## src/rtl/eth_pcs_tx_scrambler_pkg.sv

```systemverilog
// eth_pcs_params: shared widths, scrambler taps and idle-block constants for the PCS TX scrambler
package eth_pcs_params;
  localparam int W_BLK = 64;
  localparam int W_SYNC = 2;
  localparam int W_DATA = 32;
  localparam int N_TRANS = W_BLK / W_DATA;
  localparam int W_TRANS_PER_BLK = $clog2(N_TRANS);
  localparam int W_SCR_STATE = 58;
  localparam int SCR_TAP_A = 39;
  localparam int SCR_TAP_B = 58;
  localparam int W_UFLOW_CNT = 16;
  localparam logic [W_SYNC-1:0] IDLE_SYNC = 2'b10;
  localparam logic [W_BLK-1:0] IDLE_BLK = 64'h0000_0000_0000_001E;
  typedef struct packed {
    logic [W_SYNC-1:0] sync;
    logic [W_BLK-1:0] data;
  } blk_t;
  localparam blk_t IDLE = '{sync: IDLE_SYNC, data: IDLE_BLK};
endpackage

```

## src/rtl/eth_pcs_tx_scrambler_if.sv

```systemverilog
// eth_pcs_tx_scrambler_if: encoder-to-scrambler 66b block handshake
// master drives blk_valid/sync_hdr/blk_data, slave returns blk_ready
interface eth_pcs_tx_scrambler_if;
  import eth_pcs_params::*;
  logic blk_valid;
  logic [W_SYNC-1:0] sync_hdr;
  logic [W_BLK-1:0] blk_data;
  logic blk_ready;
  modport master(output blk_valid, sync_hdr, blk_data, input blk_ready);
  modport slave(input blk_valid, sync_hdr, blk_data, output blk_ready);
endinterface

```

## src/rtl/eth_pcs_tx_scrambler_scr_core.sv

```systemverilog
// eth_pcs_scr_core: one 32-bit parallel step of the 1+x^39+x^58 self-synchronous scrambler
// i_state: scrambled history (MSB newest), i_data: word (bit 0 first), o_data: scrambled word, o_state: advanced history
module eth_pcs_scr_core
  import eth_pcs_params::*;
(
  input  logic [W_SCR_STATE-1:0] i_state,
  input  logic [W_DATA-1:0]      i_data,
  output logic [W_DATA-1:0]      o_data,
  output logic [W_SCR_STATE-1:0] o_state
);
  // the word is shorter than the nearest tap, so every tap reads old history and there is no intra-word feedback
  assign o_data = i_data ^ i_state[SCR_TAP_B-SCR_TAP_A +: W_DATA] ^ i_state[W_DATA-1:0];
  assign o_state = {o_data, i_state[W_SCR_STATE-1:W_DATA]};
endmodule

```

## src/rtl/eth_pcs_tx_scrambler.sv

```systemverilog
// eth_pcs_tx_scrambler: one-block buffer feeding a 64b/66b TX scrambler in 32-bit gearbox transfers, idle substitution on underflow
// ports: i_clk, i_reset (sync, active-high), i_blk (block handshake, slave), i_clk_en/i_trans_cnt (gearbox transfer strobe/index),
//        o_sync_hdr/o_scr_data (current transfer), o_underflow (idle substituted), o_uflow_cnt (saturating substitution count)
// option: ETH_PCS_TX_SCR_BYPASS_EN adds i_scr_bypass, which sends the payload unscrambled while history still advances
module eth_pcs_tx_scrambler
  import eth_pcs_params::*;
#(
  parameter logic [W_SCR_STATE-1:0] SCR_SEED = 58'h3FF_FFFF_FFFF_FFFF
) (
  input  logic                       i_clk,
  input  logic                       i_reset,
  eth_pcs_tx_scrambler_if.slave      i_blk,
  input  logic                       i_clk_en,
  input  logic [W_TRANS_PER_BLK-1:0] i_trans_cnt,
`ifdef ETH_PCS_TX_SCR_BYPASS_EN
  input  logic                       i_scr_bypass,
`endif
  output logic [W_SYNC-1:0]          o_sync_hdr,
  output logic [W_DATA-1:0]          o_scr_data,
  output logic                       o_underflow,
  output logic [W_UFLOW_CNT-1:0]     o_uflow_cnt
);
  logic [W_SCR_STATE-1:0] r_scr;
  blk_t r_buf;
  logic r_full, r_subst;
  logic w_first, w_last, w_acc, w_cons, w_idle_sel;
  blk_t w_blk;
  logic [W_DATA-1:0] w_word, w_core_data;
  logic [W_SCR_STATE-1:0] w_state, w_core_next, w_next;
  assign w_first = i_clk_en & (i_trans_cnt == '0);
  assign w_last = i_clk_en & (i_trans_cnt == W_TRANS_PER_BLK'(N_TRANS - 1));
  assign i_blk.blk_ready = i_reset | ~r_full | (w_last & ~r_subst);
  assign w_acc = i_blk.blk_valid & i_blk.blk_ready & ~i_reset;
  assign w_cons = w_last & ~r_subst & r_full;
  assign o_underflow = w_first & ~r_full & ~i_reset;
  // an empty buffer always shows idle, so the substitution is visible in the very cycle it is decided
  assign w_idle_sel = i_reset | r_subst | ~r_full;
  assign w_blk = w_idle_sel ? IDLE : r_buf;
  // reset shows the seeded idle block even before the seed has been clocked in
  assign w_state = i_reset ? SCR_SEED : r_scr;
  assign w_word = w_blk.data[i_trans_cnt*W_DATA +: W_DATA];
  assign o_sync_hdr = w_blk.sync;
  eth_pcs_scr_core u_core (
    .i_state(w_state),
    .i_data (w_word),
    .o_data (w_core_data),
    .o_state(w_core_next)
  );
`ifdef ETH_PCS_TX_SCR_BYPASS_EN
  assign o_scr_data = i_scr_bypass ? w_word : w_core_data;
  assign w_next = i_scr_bypass ? {w_word, w_state[W_SCR_STATE-1:W_DATA]} : w_core_next;
`else
  assign o_scr_data = w_core_data;
  assign w_next = w_core_next;
`endif
  always_ff @(posedge i_clk) begin
    if (i_reset) begin
      r_scr <= SCR_SEED;
      r_full <= 1'b0;
      r_subst <= 1'b0;
      o_uflow_cnt <= '0;
    end else begin
      if (i_clk_en) r_scr <= w_next;
      if (w_acc) begin
        r_buf <= {i_blk.sync_hdr, i_blk.blk_data};
        r_full <= 1'b1;
      end else if (w_cons) r_full <= 1'b0;
      r_subst <= o_underflow ? 1'b1 : w_last ? 1'b0 : r_subst;
      if (o_underflow & ~&o_uflow_cnt) o_uflow_cnt <= o_uflow_cnt + 1'b1;
    end
  end
endmodule

```

## src/flat_wrapper.sv

```systemverilog
// flat-port wrapper written by rule: the top's interface ports become plain ports
module eth_pcs_tx_scrambler_flat import eth_pcs_params::*;
#(
  parameter logic [W_SCR_STATE-1:0] SCR_SEED = 58'h3FF_FFFF_FFFF_FFFF
)
  (i_clk, i_reset, i_clk_en, i_trans_cnt, o_sync_hdr, o_scr_data, o_underflow, o_uflow_cnt, i_blk_blk_valid, i_blk_sync_hdr, i_blk_blk_data, i_blk_blk_ready);
  eth_pcs_tx_scrambler_if i_blk_i ();
  input  logic i_clk;
  input  logic i_reset;
  input  logic i_clk_en;
  input  logic [W_TRANS_PER_BLK-1:0] i_trans_cnt;
  output logic [W_SYNC-1:0] o_sync_hdr;
  output logic [W_DATA-1:0] o_scr_data;
  output logic o_underflow;
  output logic [W_UFLOW_CNT-1:0] o_uflow_cnt;
  input wire logic [$bits(i_blk_i.blk_valid)-1:0] i_blk_blk_valid;
  input wire logic [$bits(i_blk_i.sync_hdr)-1:0] i_blk_sync_hdr;
  input wire logic [$bits(i_blk_i.blk_data)-1:0] i_blk_blk_data;
  output wire logic [$bits(i_blk_i.blk_ready)-1:0] i_blk_blk_ready;
  assign i_blk_i.blk_valid = i_blk_blk_valid;
  assign i_blk_i.sync_hdr = i_blk_sync_hdr;
  assign i_blk_i.blk_data = i_blk_blk_data;
  assign i_blk_blk_ready = i_blk_i.blk_ready;
  eth_pcs_tx_scrambler #(.SCR_SEED(SCR_SEED)) u_core (.i_clk(i_clk), .i_reset(i_reset), .i_blk(i_blk_i), .i_clk_en(i_clk_en), .i_trans_cnt(i_trans_cnt), .o_sync_hdr(o_sync_hdr), .o_scr_data(o_scr_data), .o_underflow(o_underflow), .o_uflow_cnt(o_uflow_cnt));
endmodule
```

## config.mk

```make
export PLATFORM = sky130hd
export DESIGN_NAME = eth_pcs_tx_scrambler_flat
export DESIGN_NICKNAME = d
export VERILOG_FILES = /design/src/rtl/eth_pcs_tx_scrambler_pkg.sv /design/src/rtl/eth_pcs_tx_scrambler_if.sv /design/src/rtl/eth_pcs_tx_scrambler_scr_core.sv /design/src/rtl/eth_pcs_tx_scrambler.sv /design/src/flat_wrapper.sv
export SDC_FILE = /design/constraint.sdc
export NUM_CORES = 1
export LEC_CHECK = 0
export ABC_AREA = 1
export BUFFER_PORTS_ARGS = -buffer_cell sky130_fd_sc_hd__clkbuf_2
export CAP_MARGIN = 20
export CORE_MARGIN = 2
export CORE_UTILIZATION = 50
export CTS_CLUSTER_SIZE = 8
export DETAILED_ROUTE_END_ITERATION = 10
export GPL_TIMING_DRIVEN = 0
export PLACE_DENSITY = 0.78
export SYNTH_ARGS = -nofsm -noshare
export SYNTH_HDL_FRONTEND = slang
export SYNTH_SLANG_ARGS = --single-unit
```

## constraint.sdc

```tcl
create_clock -name i_clk -period 8.1 [get_ports i_clk]
set_input_delay 2.43 -clock i_clk [delete_from_list [all_inputs] [get_ports i_clk]]
set_output_delay 2.43 -clock i_clk [all_outputs]
set_load 0.05 [all_outputs]
```

==> results of run 1 <==
area by class of cell:
class / instances / area [um2] / share of cell area, %
multi-input combinational: 511 / 2420 / 31.4
timing repair buffer: 126 / 662 / 8.58
clock buffer: 24 / 557 / 7.22
tap: 168 / 210 / 2.72
sequential: 142 / 3500 / 45.4
inverter: 28 / 108 / 1.39
buffer: 36 / 194 / 2.51
clock inverter: 8 / 60.1 / 0.778
layer usage:
layer / vias to the layer above / wire length, um / GRT usage, %
met5: - / 0 / 0
met3: 22 / 1080 / 6.96
met4: 0 / 362 / 9.00
met2: 186 / 7200 / 38.5
li1: 2701 / - / -
met1: 2442 / 6760 / 31.6
worst max-delay path, stage by stage:
cell      delay, ns
clkbuf_2       0.14
nor2_1         0.10
nand2_1        0.16
buf_2          0.24
a21oi_1        0.28
xnor2_1        0.20
clkbuf_2       0.33
synth_stat cells (2+ instances only):
master,n
nor3_1,4
buf_1,6
nand2_1,223
dfxtp_1,76
and2_1,3
buf_2,11
xor2_1,2
o21ai_0,36
xnor2_1,32
o21ai_1,10
a21oi_1,108
nand4_1,4
nor2_1,36
inv_1,25
buf_4,2
buf_6,5
nand3_1,44
edfxtp_1,66
clkbuf_1,12
power groups by stage:
| stage | Combinational [uW] | Clock, uW | Sequential, uW |
|---|---|---|---|
| 6_report | 259 | 789 | 824 |
| 5_1_grt | 283 | 830 | 827 |
| 4_1_cts | 261 | 799 | 823 |
| 3_5_place_dp | 260 | 0 | 837 |
| 3_3_place_gp | 253 | 0 | 840 |
| 2_1_floorplan | 184 | 0 | 833 |
worst paths after layout:
| check | from | to | cells after the start |
|---|---|---|---|
| setup / recovery | i_reset | o_scr_data[7] | 7 |
| hold / removal | u_core.r_scr[57] | u_core.r_scr[57] | 2 |
| setup reg to reg | u_core.r_subst | u_core.r_buf[43] | 6 |
| hold reg to reg | u_core.r_scr[57] | u_core.r_scr[57] | 2 |
per-stage QoR:
step / total power (uW) / utilization, % / cell area, um2
global placement: 1090 / 58.3 / 7040
detailed placement: 1100 / 58.8 / 7100
CTS: 1880 / 64.0 / 7710
floorplan: 1020 / - / 6220
finish: 1870 / 64.0 / 7710
global route: 1940 / 64.0 / 7710
kinds of logic after synthesis:
kind of cell	Yosys count	share of synthesized area, %
compound gates	155	12.5
flops	142	56.3
xor+xnor	34	4.79
buf+inv	64	4.85
simple gates	321	21.3
fa+ha+maj	1	0.201
sequential cells by signal (all words and copies together), names as in the netlist:
register            flops
u_core.r_buf           66
u_core.r_scr           58
u_core.o_uflow_cnt     16
u_core.r_full           1
u_core.r_subst          1
==> impl_results.md, run 1 <==
* Port buffer count at 121
* Vias at 5351
* Post-synth top area share at 31.9%
* First-pass GRT wire length at 24400 um
* Initial antenna violation count at 0
* Post-route ant nets at 0
* Outcome: complete, no violations
* Register area share after synthesis at 56.3%
* Total GRT Usage at 24.2%
* Switching power share of the total at 27.7%
* Worst vdd ir at 0.000162 V
* Post-cts resize count at 0
* Vias in the first global route at 4857
* Library cells used by synthesis at 31
* IO Count at 123
* CTS Root Cell: clkbuf_16
* Dpl hpwl at 11200 um
* P per Cell Area at 243 nW/um2
* Residual DRC at 0
* Place WS at 1.77 ns
* Final Hold Violating Endpoints at 0
* Clk_lat worst skew at 0.43 ns
* GRT overflow at 0
* Die height at 116 um
* Portion of total power attributed to sequential cells at 44.0%
* Most frequent cells in the layout: 223 x nand2_1, 121 x clkbuf_2, 108 x a21oi_1, 76 x dfxtp_1, 66 x edfxtp_1
* WL per Instance at 14.8 um
* Setup TNS at 0 ns
* Number of synthesized flops with an enable pin at 66
* Tcrit/Tclk final at 78.0%
* CTS Hold Bufs at 0
* Largest cells by area after synthesis: edfxtp_1 32%, dfxtp_1 24%, nand2_1 13%
* Worst setup EP type: output pin
* Top_reg_cell synth: dfxtp_1
* Clock buffer count from CTS at 17
* Most common cell after layout, fill and taps aside: nand2_1
* Static Leakage at 0.00319 uW
* Die X at 116 um
* Placed Cells at 1011
* ANT cells at 0
* CTS tree: built
* Largest net degree at the start of global routing at 17
* Layout area overhead at 24.0%
* Crit Path Category: primary input to output pin
* R2R Setup Slk at 6.06 ns
* Worst Hold Class: flop to flop
* Nets@finish at 934
* Cell area after synthesis at 6220 um2
* YS warnings at 0
* Synth async-reset ratio at 0%
* Worst path required time at 5.67 ns
* Peak Freq at 158 MHz
* Switching pwr at 518 uW
* CP startpoint kind: primary input
* Filler cell count at 1047
* DRC marker count from the first detailed-route iteration at 490
* Starting density of the core at 51.6%
* Slew HR at 45.3%
* H-tree depth at 4
* Hold_ws at 0.474 ns
* Mapped Nets at 789
* Layout Cells excl Fill at 1043
* WL final at 15400 um
* Via density at 5.13
* Count of pins over their slew limit at 0
* Share of cells above drive strength 1 at 21.1%
* CTS max path bufs at 2
* Power share of the clock group at 42.1%
* # rows at 40
* Post-CTS Setup Bufs at 0
* Worst slew pin tran at 0.817 ns
* Max FO, Critical Path at 10
* Die area at 13400 um2
* Mean Syn Cell Area at 8.68 um2
* Max-cap violations at 0
* Syn Inst Count at 717
* Clock transition at path regs at 0.06 ns
* Area of the core at 12100 um2
* Yosys reg bits at 142
* Area leader, netlist: edfxtp_1
* Setup WS post-layout at 1.78 ns
* Final setup fails at 0
* Power Internal at 1350 uW
* Logic pwr share at 13.9%
* Gpl congestion at 0.937
* Drt pass-1 iters at 5
* RSZ-0062 raised after global routing: false
* Min Tclk post-route at 6.32 ns
* CP Data Arrival Time at 3.89 ns
* Clock skew at 0.00785 ns
* Clock Sinks at 142
(Power assumes the default switching activity.)
==> inputs of run 2 (changes only) <==
Clock period 8.1 ns to 5.15 ns, I/O delays scaled along.
==> run 2 against run 1 <==
Compared with the run above:
- final cell count down 0.29%
- die area unchanged
- clock-buffer cell count down 6
- non-clock buffer count down 2
- critical path type unchanged
- critical endpoint is now o_scr_data[4]
- largest cell class unchanged
- highest routed layer unchanged
==> impl_results.md, run 2 (synthesized netlist as in run 1, its figures left out) <==
* Outcome: complete, no violations
* Layout area overhead at 24.6%
* Nets@finish at 932
* Min-Delay Startpoint: u_core.r_scr[51]
* Largest net degree at the start of global routing at 23
* CTS Root Cell: clkbuf_16
* Top Registers: u_core.r_buf x66, u_core.r_scr x58, u_core.o_uflow_cnt x16
* Initial antenna violation count at 0
* Switching power share of the total at 27.2%
* Most frequent cells in the layout: 223 x nand2_1, 121 x clkbuf_2, 108 x a21oi_1, 76 x dfxtp_1, 66 x edfxtp_1
* Clock Sinks at 142
* Die height at 116 um
* H-tree depth at 4
* CTS max path bufs at 2
* CP bufs+invs at 3
* Filler cell count at 1024
* Post-CTS Setup Bufs at 0
* Final setup fails at 0
* Dpl hpwl at 11200 um
* Clock skew at 0.00677 ns
* P per Cell Area at 387 nW/um2
* DRC marker count from the first detailed-route iteration at 427
* Min Tclk post-route at 4.64 ns
* Slew HR at 59.8%
* Reg2reg path depth at 9
* Max-cap violations at 0
* Peak Freq at 215 MHz
* Via density at 5.17
* Worst vdd ir at 0.000394 V
* Share of cells above drive strength 1 at 20.8%
* Clock buffer count from CTS at 17
* Worst slew pin tran at 0.601 ns
* CTS tree: built
* Static Leakage at 0.00318 uW
* Clock transition at path regs at 0.06 ns
* # rows at 40
* CP startpoint kind: primary input
* Tcrit/Tclk final at 90.2%
* Worst Hold Class: flop to flop
* Clk_lat worst skew at 0.43 ns
* Critical path origin: i_reset
* WL per Instance at 15.1 um
* Gpl congestion at 0.912
* Min-Delay Path Depth at 2
* CP Data Arrival Time at 3.10 ns
* Area of the core at 12100 um2
* DP Area at 7130 um2
* Die X at 116 um
* Crit path top cell by count: nand2_1
* Residual DRC at 0
* Post-route ant nets at 0
* Worst r2r dst: u_core.o_uflow_cnt[13]
* Post-cts resize count at 0
* Post-route cell area at 7750 um2
* CP max stage delay at 0.32 ns
* Portion of total power attributed to sequential cells at 43.2%
* IO Count at 123
* Count of pins over their slew limit at 0
* Vias at 5375
* Worst path required time at 3.61 ns
* Crit path depth at 10
* Vias in the first global route at 4899
* Place WS at 0.510 ns
* Most common cell after layout, fill and taps aside: nand2_1
* Crit-path cells: clkbuf_2, nor2_1, nand2_1, inv_1, nand2_1, nand2_1, nand2_1, o21ai_0, and2_1, clkbuf_2
* Crit path capture: o_scr_data[4]
* RSZ-0062 raised after global routing: false
* Starting density of the core at 51.6%
* Area of the multi-input gates at 2430 um2
* ANT cells at 0
* CTS Hold Bufs at 0
* Drt pass-1 iters at 5
* Power share of the clock group at 43.0%
* CP top delay family: buffers and inverters
* Seq. cell area at 3500 um2
* WL final at 15700 um
* Total GRT Usage at 24.5%
* Max reg flops at 66
* Critical path's slowest cell: inv_1
* Logic pwr share at 13.8%
* Max FO, Critical Path at 7
* Power Internal at 2180 uW
* Port buffer count at 121
* Reg with most FFs: u_core.r_buf
* Crit Path Category: primary input to output pin
* GRT overflow at 0
* Switching pwr at 816 uW
* Setup WS post-layout at 0.507 ns
* Worst setup EP type: output pin
* Worst R2R Start: u_core.o_uflow_cnt[0]
* First-pass GRT wire length at 24600 um
* R2R Setup Slk at 3.45 ns
* Final Hold Violating Endpoints at 0
* Die area at 13400 um2
## run 2: cell types whose count changed in the layout (fill, tap and decap cells not counted), sizes merged
cell	delta
buf	-2
clkinv	-1
inv	-1
clkbuf	-6
bufinv	+4
clkinvlp	+3
## run 2: cell type report
type / instances / area share, %
clock buffers: 18 / 5.54
repair buffers: 124 / 8.88
plain buffers: 36 / 2.50
well taps: 168 / 2.71
flip-flops and latches: 142 / 45.2
clock inverters: 13 / 2.44
multi-input cells: 511 / 31.3
inverters: 28 / 1.39
## run 2: worst min-delay path by stage
stage | to | slack [ns]
after floorplan | u_core.r_scr[25] | 0.44
after global placement | u_core.r_scr[19] | 0.45
after detailed placement | u_core.r_scr[19] | 0.45
after CTS | u_core.r_scr[19] | 0.47
after global routing | u_core.r_scr[3] | 0.50
final | u_core.r_scr[19] | 0.47
## run 2: metrics by stage
stage | hold slack [ns] | power (uW) | util, % | cells | TNS, ns
2_1_floorplan | 0.439 | 1600 | - | 717 | 0
3_3_place_gp | 0.452 | 1720 | 58.4 | 1006 | -80.51
3_5_place_dp | 0.454 | 1730 | 59.1 | 1009 | 0
4_1_cts | 0.470 | 3010 | 64.2 | 1040 | 0
5_1_grt | 0.498 | 3100 | 64.2 | 1040 | 0
6_report | 0.470 | 3000 | 64.2 | 1040 | 0
## run 2: layer usage
layer  wire (um)  GRT usage, %
met1        6690          31.1
met2        7500          39.0
met3        1180          8.16
met4         293          9.72
met5           0             0
## run 2: worst min-delay path, cell delays in order, from the launching register on
cell and delay (ns):
dfxtp_1 0.33, nand2_1 0.05, nand3_1 0.06
## run 2: power groups by stage
| stage | clock network (uW) | logic [uW] | registers, uW |
|---|---|---|---|
| 2_1_floorplan | 0 | 289 | 1310 |
| 3_3_place_gp | 0 | 399 | 1320 |
| 3_5_place_dp | 0 | 414 | 1320 |
| 4_1_cts | 1300 | 416 | 1290 |
| 5_1_grt | 1350 | 449 | 1300 |
| 6_report | 1290 | 414 | 1300 |
